--- src/rtl/shift_pkg.sv ---
// ---------------------------------------------------------------------------
// Module  : shift_pkg
// Brief   : Mode encodings and direction constants for shiftreg_prog.
// Revision: 1.0
// ---------------------------------------------------------------------------
`default_nettype none

package shift_pkg;

  typedef enum logic [1:0] {
    MODE_HOLD = 2'b00,
    MODE_ROT  = 2'b01,
    MODE_SHIN = 2'b10,
    MODE_SHZ  = 2'b11
  } mode_e;

  localparam logic DIR_LEFT  = 1'b0;
  localparam logic DIR_RIGHT = 1'b1;

endpackage

`default_nettype wire

--- src/rtl/prescaler_tick.sv ---
// ---------------------------------------------------------------------------
// Module  : prescaler_tick
// Brief   : Free-running N-bit counter; tick is high while the count is all-ones.
// Revision: 1.0
// ---------------------------------------------------------------------------
`default_nettype none

module prescaler_tick #(
  parameter int N = 21
) (
  input  logic clk,
  input  logic rst,
  output logic tick
);

  logic [N-1:0] cnt_q;
  logic [N-1:0] cnt_d;

  assign cnt_d = cnt_q + N'(1);

  always_ff @(posedge clk) begin
    if (rst) begin
      cnt_q <= '0;
    end else begin
      cnt_q <= cnt_d;
    end
  end

  assign tick = &cnt_q;

endmodule

`default_nettype wire

--- src/rtl/shiftreg_prog.sv ---
// ---------------------------------------------------------------------------
// Module  : shiftreg_prog
// Brief   : Programmable rotate/shift register stepped by a prescaled tick.
// Revision: 1.0
// ---------------------------------------------------------------------------
`default_nettype none

module shiftreg_prog
  import shift_pkg::*;
#(
  parameter int          WIDTH = 4,
  parameter int          NP    = 21,
  parameter logic [31:0] INI   = 32'd1
) (
  input  logic             clk,
  input  logic             rst,
  input  logic             load,
  input  logic [WIDTH-1:0] ld_data,
  input  logic [1:0]       mode,
  input  logic             dir,
  input  logic             serin,
  input  logic             en,
  output logic [WIDTH-1:0] data,
  output logic             serout,
  output logic             tick,
  output logic             wrap
);

  localparam int             CW        = $clog2(WIDTH) + 1;
  localparam logic [CW-1:0]  LAST_STEP = CW'(WIDTH - 1);

  logic             tick_w;
  logic             step_w;
  logic             in_bit_w;
  logic [WIDTH-1:0] data_q, data_d;
  logic [CW-1:0]    cnt_q,  cnt_d;
  logic             wrap_q, wrap_d;

  prescaler_tick #(.N(NP)) u_prescaler (
    .clk  (clk),
    .rst  (rst),
    .tick (tick_w)
  );

  // Load wins over a coincident step.
  assign step_w   = tick_w && en && !load && (mode != MODE_HOLD);
  assign in_bit_w = (mode == MODE_SHIN) ? serin : 1'b0;

  always_comb begin
    data_d = data_q;
    cnt_d  = cnt_q;
    wrap_d = 1'b0;
    if (load) begin
      data_d = ld_data;
      cnt_d  = '0;
    end else if (step_w) begin
      if (mode == MODE_ROT) begin
        data_d = (dir == DIR_RIGHT) ? {data_q[0], data_q[WIDTH-1:1]}
                                    : {data_q[WIDTH-2:0], data_q[WIDTH-1]};
      end else begin
        data_d = (dir == DIR_RIGHT) ? {in_bit_w, data_q[WIDTH-1:1]}
                                    : {data_q[WIDTH-2:0], in_bit_w};
      end
      if (cnt_q == LAST_STEP) begin
        cnt_d  = '0;
        wrap_d = 1'b1;
      end else begin
        cnt_d = cnt_q + CW'(1);
      end
    end
  end

  always_ff @(posedge clk) begin
    if (rst) begin
      data_q <= INI[WIDTH-1:0];
      cnt_q  <= '0;
      wrap_q <= 1'b0;
    end else begin
      data_q <= data_d;
      cnt_q  <= cnt_d;
      wrap_q <= wrap_d;
    end
  end

  assign data   = data_q;
  assign serout = (dir == DIR_RIGHT) ? data_q[0] : data_q[WIDTH-1];
  assign tick   = tick_w;
  assign wrap   = wrap_q;

endmodule

`default_nettype wire

--- config.mk ---
export PLATFORM = sky130hd
export DESIGN_NAME = shiftreg_prog
export DESIGN_NICKNAME = d
export VERILOG_FILES = /design/src/rtl/shift_pkg.sv /design/src/rtl/prescaler_tick.sv /design/src/rtl/shiftreg_prog.sv
export SDC_FILE = /design/constraint.sdc
export NUM_CORES = 1
export LEC_CHECK = 0
export BUFFER_PORTS_ARGS = -buffer_cell sky130_fd_sc_hd__buf_2
export CAP_MARGIN = 20
export CORE_UTILIZATION = 41
export CTS_CLUSTER_DIAMETER = 80
export DETAILED_ROUTE_END_ITERATION = 10
export PLACE_DENSITY_LB_ADDON = 0.25
export SETUP_SLACK_MARGIN = 0.4
export SLEW_MARGIN = 20
export SYNTH_ARGS = -nofsm -noshare
export SYNTH_HDL_FRONTEND = slang
export SYNTH_SLANG_ARGS = --single-unit
--- constraint.sdc ---
create_clock -name clk -period 5.1 [get_ports clk]
set_clock_uncertainty 0.05 [all_clocks]
set_input_delay 0.255 -clock clk [delete_from_list [all_inputs] [get_ports clk]]
set_output_delay 0.255 -clock clk [all_outputs]
set_load 0.005 [all_outputs]
==> results of run 1 <==
power groups by stage:
stage,Sequential (mW),Combinational (mW),Clock [mW]
global route,0.235,0.0284,0.145
global placement,0.239,0.0246,0
floorplan,0.239,0.0154,0
CTS,0.234,0.0251,0.138
detailed placement,0.240,0.0249,0
finish,0.234,0.0249,0.131
critical path: stages, from the launching register on:
cell and delay (ps):
dfxtp_1 380, ha_1 230, and4_1 250, nand3_1 170
nor3_1 340, and2_1 170, buf_2 100
routing by layer:
layer	part of all wire [%]	wire length [µm]	up-vias	track usage (%)
met1	48	1238	525	20.19
met4	1.2	30	0	6.977
met5	0	0	-	0
met2	47	1219	16	27.94
met3	3.9	100	4	5.844
li1	-	-	590	-
final timing paths:
path	cells past startpoint	startpoint	slack [ps]	end
worst max-delay path	6	u_prescaler.cnt_q[0]	2830	tick
worst min-delay path	2	ld_data[2]	130	data[2]
worst max register to register	6	u_prescaler.cnt_q[0]	3070	cnt_q[0]
worst min register to register	2	cnt_q[2]	400	cnt_q[2]
placed cells by master (no fill, tap or decap), drive strengths merged, types with 5 or more instances in the layout:
cell and n:
dfxtp 29, nand2 9, nand3 10, nor3 6
xor2 8, clkbuf 5, xnor2 9, a21oi 8
nor2 26, buf 18
stage by stage:
stage / power, mW / setup slack (ps) / instances / area [µm²]
after floorplan: 0.2544 / 3225 / 158 / 1380
after global placement: 0.2639 / 3147 / 213 / 1498
after detailed placement: 0.2644 / 3087 / 213 / 1498
after CTS: 0.3972 / 2791 / 221 / 1553
after global routing: 0.4083 / 2647 / 221 / 1553
final: 0.3902 / 2826 / 221 / 1553
area by class of cell:
class                   count  area (µm²)  area share, %
clock inverters             3       17.52          1.128
multi-input cells         118       757.0          48.75
repair buffers             18       90.09          5.802
clock buffers               5       37.54          2.417
flip-flops and latches     29       580.6          37.39
well taps                  44       55.05          3.546
inverters                   4       15.01         0.9670
kinds of logic (layout without fill, tap and decap cells):
family | count (synthesis) | after routing | synth area share [%]
DFF | 29 | 29 | 42.07
xor gates and xnor gates | 17 | 17 | 10.79
AOI/OAI and AO/OA | 19 | 19 | 8.886
buffers and inverters | 11 | 30 | 3.082
muxes | 5 | 5 | 3.717
and+or+nand+nor | 75 | 75 | 29.65
adders and majority gates | 2 | 2 | 1.813
registers in the layout, summed over array words and instances, names as in the netlist:
register,cells
cnt_q,3
data,4
u_prescaler.cnt_q,21
wrap,1
==> impl_metrics.env, run 1 <==
export IMPL_placement_io_buffers=18
export IMPL_globalRouteOverflowTotal=0
export IMPL_ratio_of_total_power_to_cell_area_mw_per_mm2=251.3
export IMPL_cts_setup_buffers=0
export IMPL_tightest_hold_check_type="in2reg"
export IMPL_cts_tree="built"
export IMPL_synth_cell_type_count=38
export IMPL_cts_hold_buf=0
export IMPL_critPathKind="reg2out"
export IMPL_initial_utilization_pct=44.12
export IMPL_postSynthNetCount=172
export IMPL_n_fill_cell=316
export IMPL_gp_congestion=0.7474
export IMPL_power_share_clock_pct=33.6
export IMPL_drt_wirelength_per_cell_um=11.71
export IMPL_first_iter_violations=22
export IMPL_ys_flop_type="dfxtp_1"
export IMPL_nNetsFinal=190
export IMPL_cap_viol_max_count=0
export IMPL_startpoint_type="flip-flop"
export IMPL_synthesis_instances=158
export IMPL_grt_setup_unrepaired="no"
export IMPL_ys_async_rst_share_pct=0
export IMPL_finalSetupViolations=0
export IMPL_die_width_um=60.02
export IMPL_result_of_the_run="completed"
export IMPL_synth_seq_area_share_pct=42.07
export IMPL_grt_first_pass_wirelength_mm=4.478
export IMPL_detail_route_vias_per_cell=5.136
export IMPL_synth_top_area_share_pct=42.07
export IMPL_worst_slew_margin_rel_pct=67.88
export IMPL_cts_resized_gates=0
export IMPL_drt_antenna_violating_nets=0
export IMPL_min_period_over_period_pct=44.58
export IMPL_clock_sink_count=29
export IMPL_power_internal_uw=293.4
export IMPL_routed_via_count=1135
export IMPL_clk_pin_slew_worst_paths_ps=100
export IMPL_yosysMostFrequentCell="dfxtp_1"
export IMPL_maxClockFrequency_ghz=0.4398
export IMPL_wire_length_after_detailed_routing_mm=2.588
export IMPL_synth_area_mm2=0.001380
export IMPL_edff_count_synth=0
export IMPL_drc=0
export IMPL_grtUsageTotal_pct=17.01
export IMPL_grt_antenna_before_repair=0
export IMPL_first_global_vias=1091
export IMPL_drt_first_pass_iters=4
export IMPL_fp_coreArea_mm2=0.003128
export IMPL_power_switching_fraction_pct=24.79
export IMPL_cp_data_required_time_ps=4800
export IMPL_chipHeight_um=60.02
export IMPL_finalSetupTns_ps=0
export IMPL_final_core_utilization_pct=49.64
export IMPL_cts_max_level=2
export IMPL_arrival_ps=1970
export IMPL_pin_slew_with_the_least_headroom_to_its_limit_ps=481.8
export IMPL_cts_buffer_depth=2
export IMPL_design_die_area_mm2=0.003602
export IMPL_synth_area_per_cell_um2=8.735
export IMPL_grt_start_max_net_pins=28
export IMPL_worst_vdd_drop_uv=175.7
export IMPL_min_period_ps=2274
export IMPL_antenna_cells_inserted=0
export IMPL_clock_buffer_count_from_cts=5
export IMPL_share_of_layout_cells_above_drive_strength_1_pct=18.08
export IMPL_path_max_fanout=4
export IMPL_power_leakage_nw=0.5910
export IMPL_area_delta_synth_final_pct=12.51
export IMPL_synthTopCellsByArea="dfxtp_1, nor2_1, xnor2_1"
export IMPL_std_cell_rows=20
export IMPL_power_frac_seq_pct=60.0
export IMPL_synth_ff_latch_count=29
export IMPL_fin_worst_hold_slack_ps=133.8
export IMPL_timing_hold_violations_final=0
export IMPL_number_of_ports_placed_on_the_die_boundary=19
export IMPL_clockRootBuffer="clkbuf_4"
export IMPL_detailed_place_hpwl_mm=1.941
export IMPL_maxSlewViolCount=0
export IMPL_commonest_cells_in_the_netlist="dfxtp_1, nor2_1, nand3_1, nand2_1, xnor2_1"
export IMPL_yosys_warnings=0
export IMPL_worst_skew_late_latency_ps=320
export IMPL_synth_area_leader_cell="dfxtp_1"
export IMPL_endpoint_kind_of_the_worst_setup_timing_path="output port"
export IMPL_power_share_combinational_pct=6.4
export IMPL_netSwitchingPower_uw=96.74
No activity file was read; power rests on OpenSTA's default activity.
==> run 2, diff against run 1 <==
- clock period: 5.1 -> 2.3 ns (I/O delays scaled with it)
==> run 2 against run 1 <==
Against the previous run: sequential cell count is the same; combinational power grew to 2.5 times the previous value; first-iteration DRC count grew 64%; largest cell class unchanged; power grew 140%; worst hold slack lost 110 ps; sequential power grew 120%; global-route usage grew 0.55 points; worst setup slack lost 2300 ps; wire length grew 7.5%; cell count grew 3.2%.
==> impl_metrics.env, run 2 (same netlist as run 1, synthesis figures left out) <==
export IMPL_arrival_ps=2010
export IMPL_antenna_cells_inserted=0
export IMPL_placement_io_buffers=18
export IMPL_min_period_ps=1814
export IMPL_grt_antenna_before_repair=0
export IMPL_routed_via_count=1177
export IMPL_die_width_um=60.02
export IMPL_min_period_over_period_pct=78.85
export IMPL_area_delta_synth_final_pct=23.39
export IMPL_finalSetupViolations=0
export IMPL_drc=0
export IMPL_std_cell_rows=20
export IMPL_totalPowerFinal_uw=934.1
export IMPL_worst_slew_margin_rel_pct=66.54
export IMPL_n_fill_cell=290
export IMPL_drt_wirelength_per_cell_um=12.21
export IMPL_globalRouteOverflowTotal=0
export IMPL_cap_viol_max_count=0
export IMPL_layout_commonest_cell="nor2_1"
export IMPL_cts_max_level=2
export IMPL_layout_cell_area_non_filler_mm2=0.001703
export IMPL_dp_cells=214
export IMPL_detail_route_vias_per_cell=5.162
export IMPL_maxSlewViolCount=0
export IMPL_worst_skew_late_latency_ps=320
export IMPL_endpoint_kind_of_the_worst_setup_timing_path="flip-flop"
export IMPL_critPathKind="reg2reg"
export IMPL_finalSetupTns_ps=0
export IMPL_register_with_the_highest_flop_count="u_prescaler.cnt_q"
export IMPL_chipHeight_um=60.02
export IMPL_first_iter_violations=36
export IMPL_share_of_layout_cells_above_drive_strength_1_pct=27.72
export IMPL_timing_hold_violations_final=0
export IMPL_first_global_vias=1050
export IMPL_gp_congestion=0.8171
export IMPL_grtUsageTotal_pct=17.57
export IMPL_drt_antenna_violating_nets=0
export IMPL_clock_buffer_count_from_cts=5
export IMPL_result_of_the_run="completed"
export IMPL_finalWorstSetupSlack_ps=486.4
export IMPL_design_die_area_mm2=0.003602
export IMPL_postPlaceCellArea_mm2=0.001505
export IMPL_path_max_fanout=6
export IMPL_clock_sink_count=29
export IMPL_ratio_of_total_power_to_cell_area_mw_per_mm2=548.6
export IMPL_area_sequential_um2=595.6
export IMPL_final_core_utilization_pct=54.44
export IMPL_power_leakage_nw=0.6655
export IMPL_fp_coreArea_mm2=0.003128
export IMPL_place_worst_setup_slack_ps=257.8
export IMPL_multi_input_area_um2=819.5
export IMPL_detailed_place_hpwl_mm=1.946
export IMPL_nNetsFinal=197
export IMPL_layout_cells_most_common_list="nor2_1, dfxtp_1, buf_2"
export IMPL_clk_pin_slew_worst_paths_ps=90
export IMPL_cts_tree="built"
export IMPL_drt_first_pass_iters=4
export IMPL_worst_vdd_drop_uv=387.8
export IMPL_grt_setup_unrepaired="no"
export IMPL_grt_first_pass_wirelength_mm=4.498
export IMPL_clockRootBuffer="clkbuf_4"
export IMPL_grt_start_max_net_pins=28
export IMPL_pin_slew_with_the_least_headroom_to_its_limit_ps=501.8
export IMPL_tightest_hold_check_type="in2reg"
export IMPL_initial_utilization_pct=44.12
export IMPL_maxClockFrequency_ghz=0.5514
export IMPL_fin_worst_hold_slack_ps=26.92
export IMPL_startpoint_type="flip-flop"
export IMPL_cts_buffer_depth=2
export IMPL_number_of_ports_placed_on_the_die_boundary=19
export IMPL_wire_length_after_detailed_routing_mm=2.783
export IMPL_cp_data_required_time_ps=2500
export IMPL_final_instance_count_without_filler_cells=228
export IMPL_largest_register_ff_count=21
run 2: cell count changes in the layout (fill, tap and decap cells not counted), sizes merged:
cell         delta
clkbuf          +2
clkinv          -1
dlygate4sd3     +2
clkinvlp        -1
buf             +5
run 2: metal layers:
metal / GRT usage [%] / vias to the layer above / share of wire, %
met5: 0 / - / 0
met4: 6.977 / 0 / 1.2
met3: 7.143 / 5 / 3.8
met2: 28.89 / 21 / 48
met1: 20.24 / 542 / 47
li1: - / 609 / -
run 2: repair_timing:
item / 4_1_cts / 5_1_grt
pin swaps: 1 / 4
setup endpoints to repair: 7 / 7
hold buffers: 2 / 0
resized for setup: 12 / 9
hold endpoints to repair: 2 / 0
buffers inserted: 0 / 4
run 2: critical path, stage by stage (launching register included):
cell and delay, ps:
dfxtp_2 400, nand4_4 140, or4_1 640, or3_1 360
a21oi_1 150
run 2: area by class of cell:
| cell class | instances | area share [%] |
|---|---|---|
| multi-input combinational | 118 | 48.13 |
| clock buffer | 7 | 3.821 |
| tap | 44 | 3.233 |
| inverter | 4 | 0.8817 |
| clock inverter | 1 | 0.2939 |
| sequential | 29 | 34.97 |
| timing repair buffer | 25 | 8.670 |
run 2: path summary, 6_finish.rpt:
check	end	slack, ps	startpoint	cells past startpoint
setup / recovery	u_prescaler.cnt_q[15]	490	u_prescaler.cnt_q[5]	4
hold / removal	data[0]	30	ld_data[0]	3
hold reg to reg	cnt_q[2]	400	cnt_q[2]	2
setup reg to reg	u_prescaler.cnt_q[15]	490	u_prescaler.cnt_q[5]	4
run 2: report_power, final:
group          internal [mW]  switching, mW  leakage (nW)
sequential             0.510         0.0104         0.239
clock                  0.177          0.173        0.0413
combinational         0.0313         0.0320         0.385
total                  0.719          0.215         0.665
==> run 3, diff against run 2 <==
- clock period: 2.3 -> 1.55 ns (I/O delays scaled with it)
==> run 3 against run 2 <==
Against the previous run: the flow now finishes with violations (negative setup slack); wire length rose by 38%; worst hold slack improved by 15 ps; sequential share of layout area down 7.8 points; critical path depth rose by 4; power is 49% higher; critical path type is now reg2out; largest cell class unchanged; highest routed layer unchanged.
==> impl_metrics.env, run 3 (same netlist as run 1, synthesis figures left out) <==
export IMPL_dp_cells=239
export IMPL_totalPowerFinal_mw=1.388
export IMPL_endpoint_kind_of_the_worst_setup_timing_path="output port"
export IMPL_power_internal_mw=1.050
export IMPL_cap_viol_max_count=0
export IMPL_clockRootBuffer="clkbuf_4"
export IMPL_placement_io_buffers=18
export IMPL_cts_max_level=2
export IMPL_cts_tree="built"
export IMPL_grt_setup_unrepaired="yes"
export IMPL_cp_data_required_time_ps=1420
export IMPL_maxClockFrequency_ghz=0.5471
export IMPL_min_period_over_period_pct=117.9
export IMPL_arrival_ps=1700
export IMPL_finalWorstSetupSlack_ps=-278.0
export IMPL_drc=0
export IMPL_clock_buffer_count_from_cts=5
export IMPL_globalRouteOverflowTotal=0
export IMPL_grt_start_max_net_pins=24
export IMPL_grtUsageMet1_pct=24.90
export IMPL_nNetsFinal=237
export IMPL_critPathKind="reg2out"
export IMPL_tightest_hold_check_type="in2reg"
export IMPL_power_leakage_nw=0.8888
export IMPL_violated_checks="negative setup slack"
export IMPL_worst_skew_late_latency_ps=330
export IMPL_wire_length_after_detailed_routing_mm=3.830
export IMPL_worst_vdd_drop_uv=499.3
export IMPL_pin_slew_with_the_least_headroom_to_its_limit_ps=411.1
export IMPL_postPlaceCellArea_mm2=0.001748
export IMPL_groute_layer_met2_usage_pct=36.83
export IMPL_netSwitchingPower_uw=337.5
export IMPL_layout_cells_most_common_list="buf_4, nor2_1, dfxtp_1"
export IMPL_layout_commonest_cell="buf_4"
export IMPL_drt_antenna_violating_nets=0
export IMPL_finalSetupViolations=19
export IMPL_timing_hold_violations_final=0
export IMPL_std_cell_rows=20
export IMPL_power_share_clock_pct=34.8
export IMPL_grt_first_pass_wirelength_mm=5.664
export IMPL_design_die_area_mm2=0.003602
export IMPL_drt_first_pass_iters=4
export IMPL_area_delta_synth_final_pct=60.20
export IMPL_detailed_place_hpwl_mm=2.291
export IMPL_result_of_the_run="finished, violations left"
export IMPL_gp_congestion=0.8530
export IMPL_worstHoldStart="ld_data[3]"
export IMPL_number_of_ports_placed_on_the_die_boundary=19
export IMPL_detail_route_vias_per_cell=5.239
export IMPL_first_global_vias=1325
export IMPL_startpoint_type="flip-flop"
export IMPL_path_max_fanout=2
export IMPL_worst_setup_path_startpoint="u_prescaler.cnt_q[0]"
export IMPL_layout_cell_area_non_filler_mm2=0.002211
export IMPL_power_frac_seq_pct=55.5
export IMPL_ratio_of_total_power_to_cell_area_mw_per_mm2=627.6
export IMPL_power_share_combinational_pct=9.8
export IMPL_share_of_layout_cells_above_drive_strength_1_pct=52.23
export IMPL_fin_worst_hold_slack_ps=41.68
export IMPL_antenna_cells_inserted=0
export IMPL_global_route_peak_usage_layer="met2"
export IMPL_grtUsageTotal_pct=22.01
export IMPL_largest_register_ff_count=21
export IMPL_final_instance_count_without_filler_cells=268
export IMPL_clock_sink_count=29
export IMPL_min_period_ps=1828
export IMPL_first_iter_violations=58
export IMPL_chipHeight_um=60.02
export IMPL_clk_pin_slew_worst_paths_ps=90
export IMPL_grt_antenna_before_repair=0
export IMPL_die_width_um=60.02
export IMPL_worst_slew_margin_rel_pct=72.48
export IMPL_drt_wirelength_per_cell_um=14.29
export IMPL_power_switching_fraction_pct=24.32
export IMPL_routed_via_count=1404
export IMPL_reg2reg_from="u_prescaler.cnt_q[0]"
export IMPL_register_with_the_highest_flop_count="u_prescaler.cnt_q"
export IMPL_fp_coreArea_mm2=0.003128
export IMPL_initial_utilization_pct=44.12
export IMPL_cts_buffer_depth=2
export IMPL_maxSlewViolCount=0
export IMPL_gr_usage_met3_pct=7.792
## run 3: power groups by stage
stage | Clock (mW) | Combinational (mW) | Sequential [mW]
detailed placement | 0 | 0.0955 | 0.789
floorplan | 0 | 0.0522 | 0.788
finish | 0.482 | 0.136 | 0.770
global route | 0.537 | 0.147 | 0.771
CTS | 0.500 | 0.113 | 0.771
global placement | 0 | 0.0919 | 0.788
## run 3: stage by stage
stage,utilization (%),setup slack [ps],TNS (ps)
after floorplan,-,-108.6,-670.8
after detailed placement,55.88,-170.1,-1410
final,70.68,-278.0,-3244
after global routing,70.68,-339.7,-4331
after global placement,55.88,-130.5,-859.0
after CTS,65.08,-268.8,-2215
## run 3: final cells by class
type / count / area (µm²)
Clock buffer: 8 / 58.81
Fill cell: 230 / 917.1
Multi-Input combinational cell: 118 / 984.7
Inverter: 4 / 15.01
Sequential cell: 29 / 600.6
Tap cell: 44 / 55.05
Timing Repair Buffer: 65 / 496.7
## run 3: final timing paths
| path | to | slack [ps] | cells after the start |
|---|---|---|---|
| worst min register to register | cnt_q[2] | 410 | 2 |
| worst max register to register | cnt_q[0] | -270 | 7 |
| worst max-delay path | tick | -280 | 8 |
| worst min-delay path | data[3] | 40 | 3 |
## run 3: critical path, cell delays in order, from the launching register on
cell	delay (ps)
dfxtp_2	360
ha_4	140
and4_4	220
nand3_4	70
buf_6	130
nor3_2	100
buf_4	140
and2_4	130
buf_6	80
## run 3: timing repair
action / CTS / global route
buffers inserted: 12 / 6
hold buffers: 3 / 0
endpoints found under the setup margin: 24 / 27
endpoints found under the hold margin: 3 / 0
pin swaps: 19 / 22
resized for setup: 25 / 25
## run 3: routing by layer
layer  up-vias  share of wire [%]
met5         -                  0
met4         0                3.1
met3        13                3.9
met2        39                 53
met1       663                 40
li1        689                  -
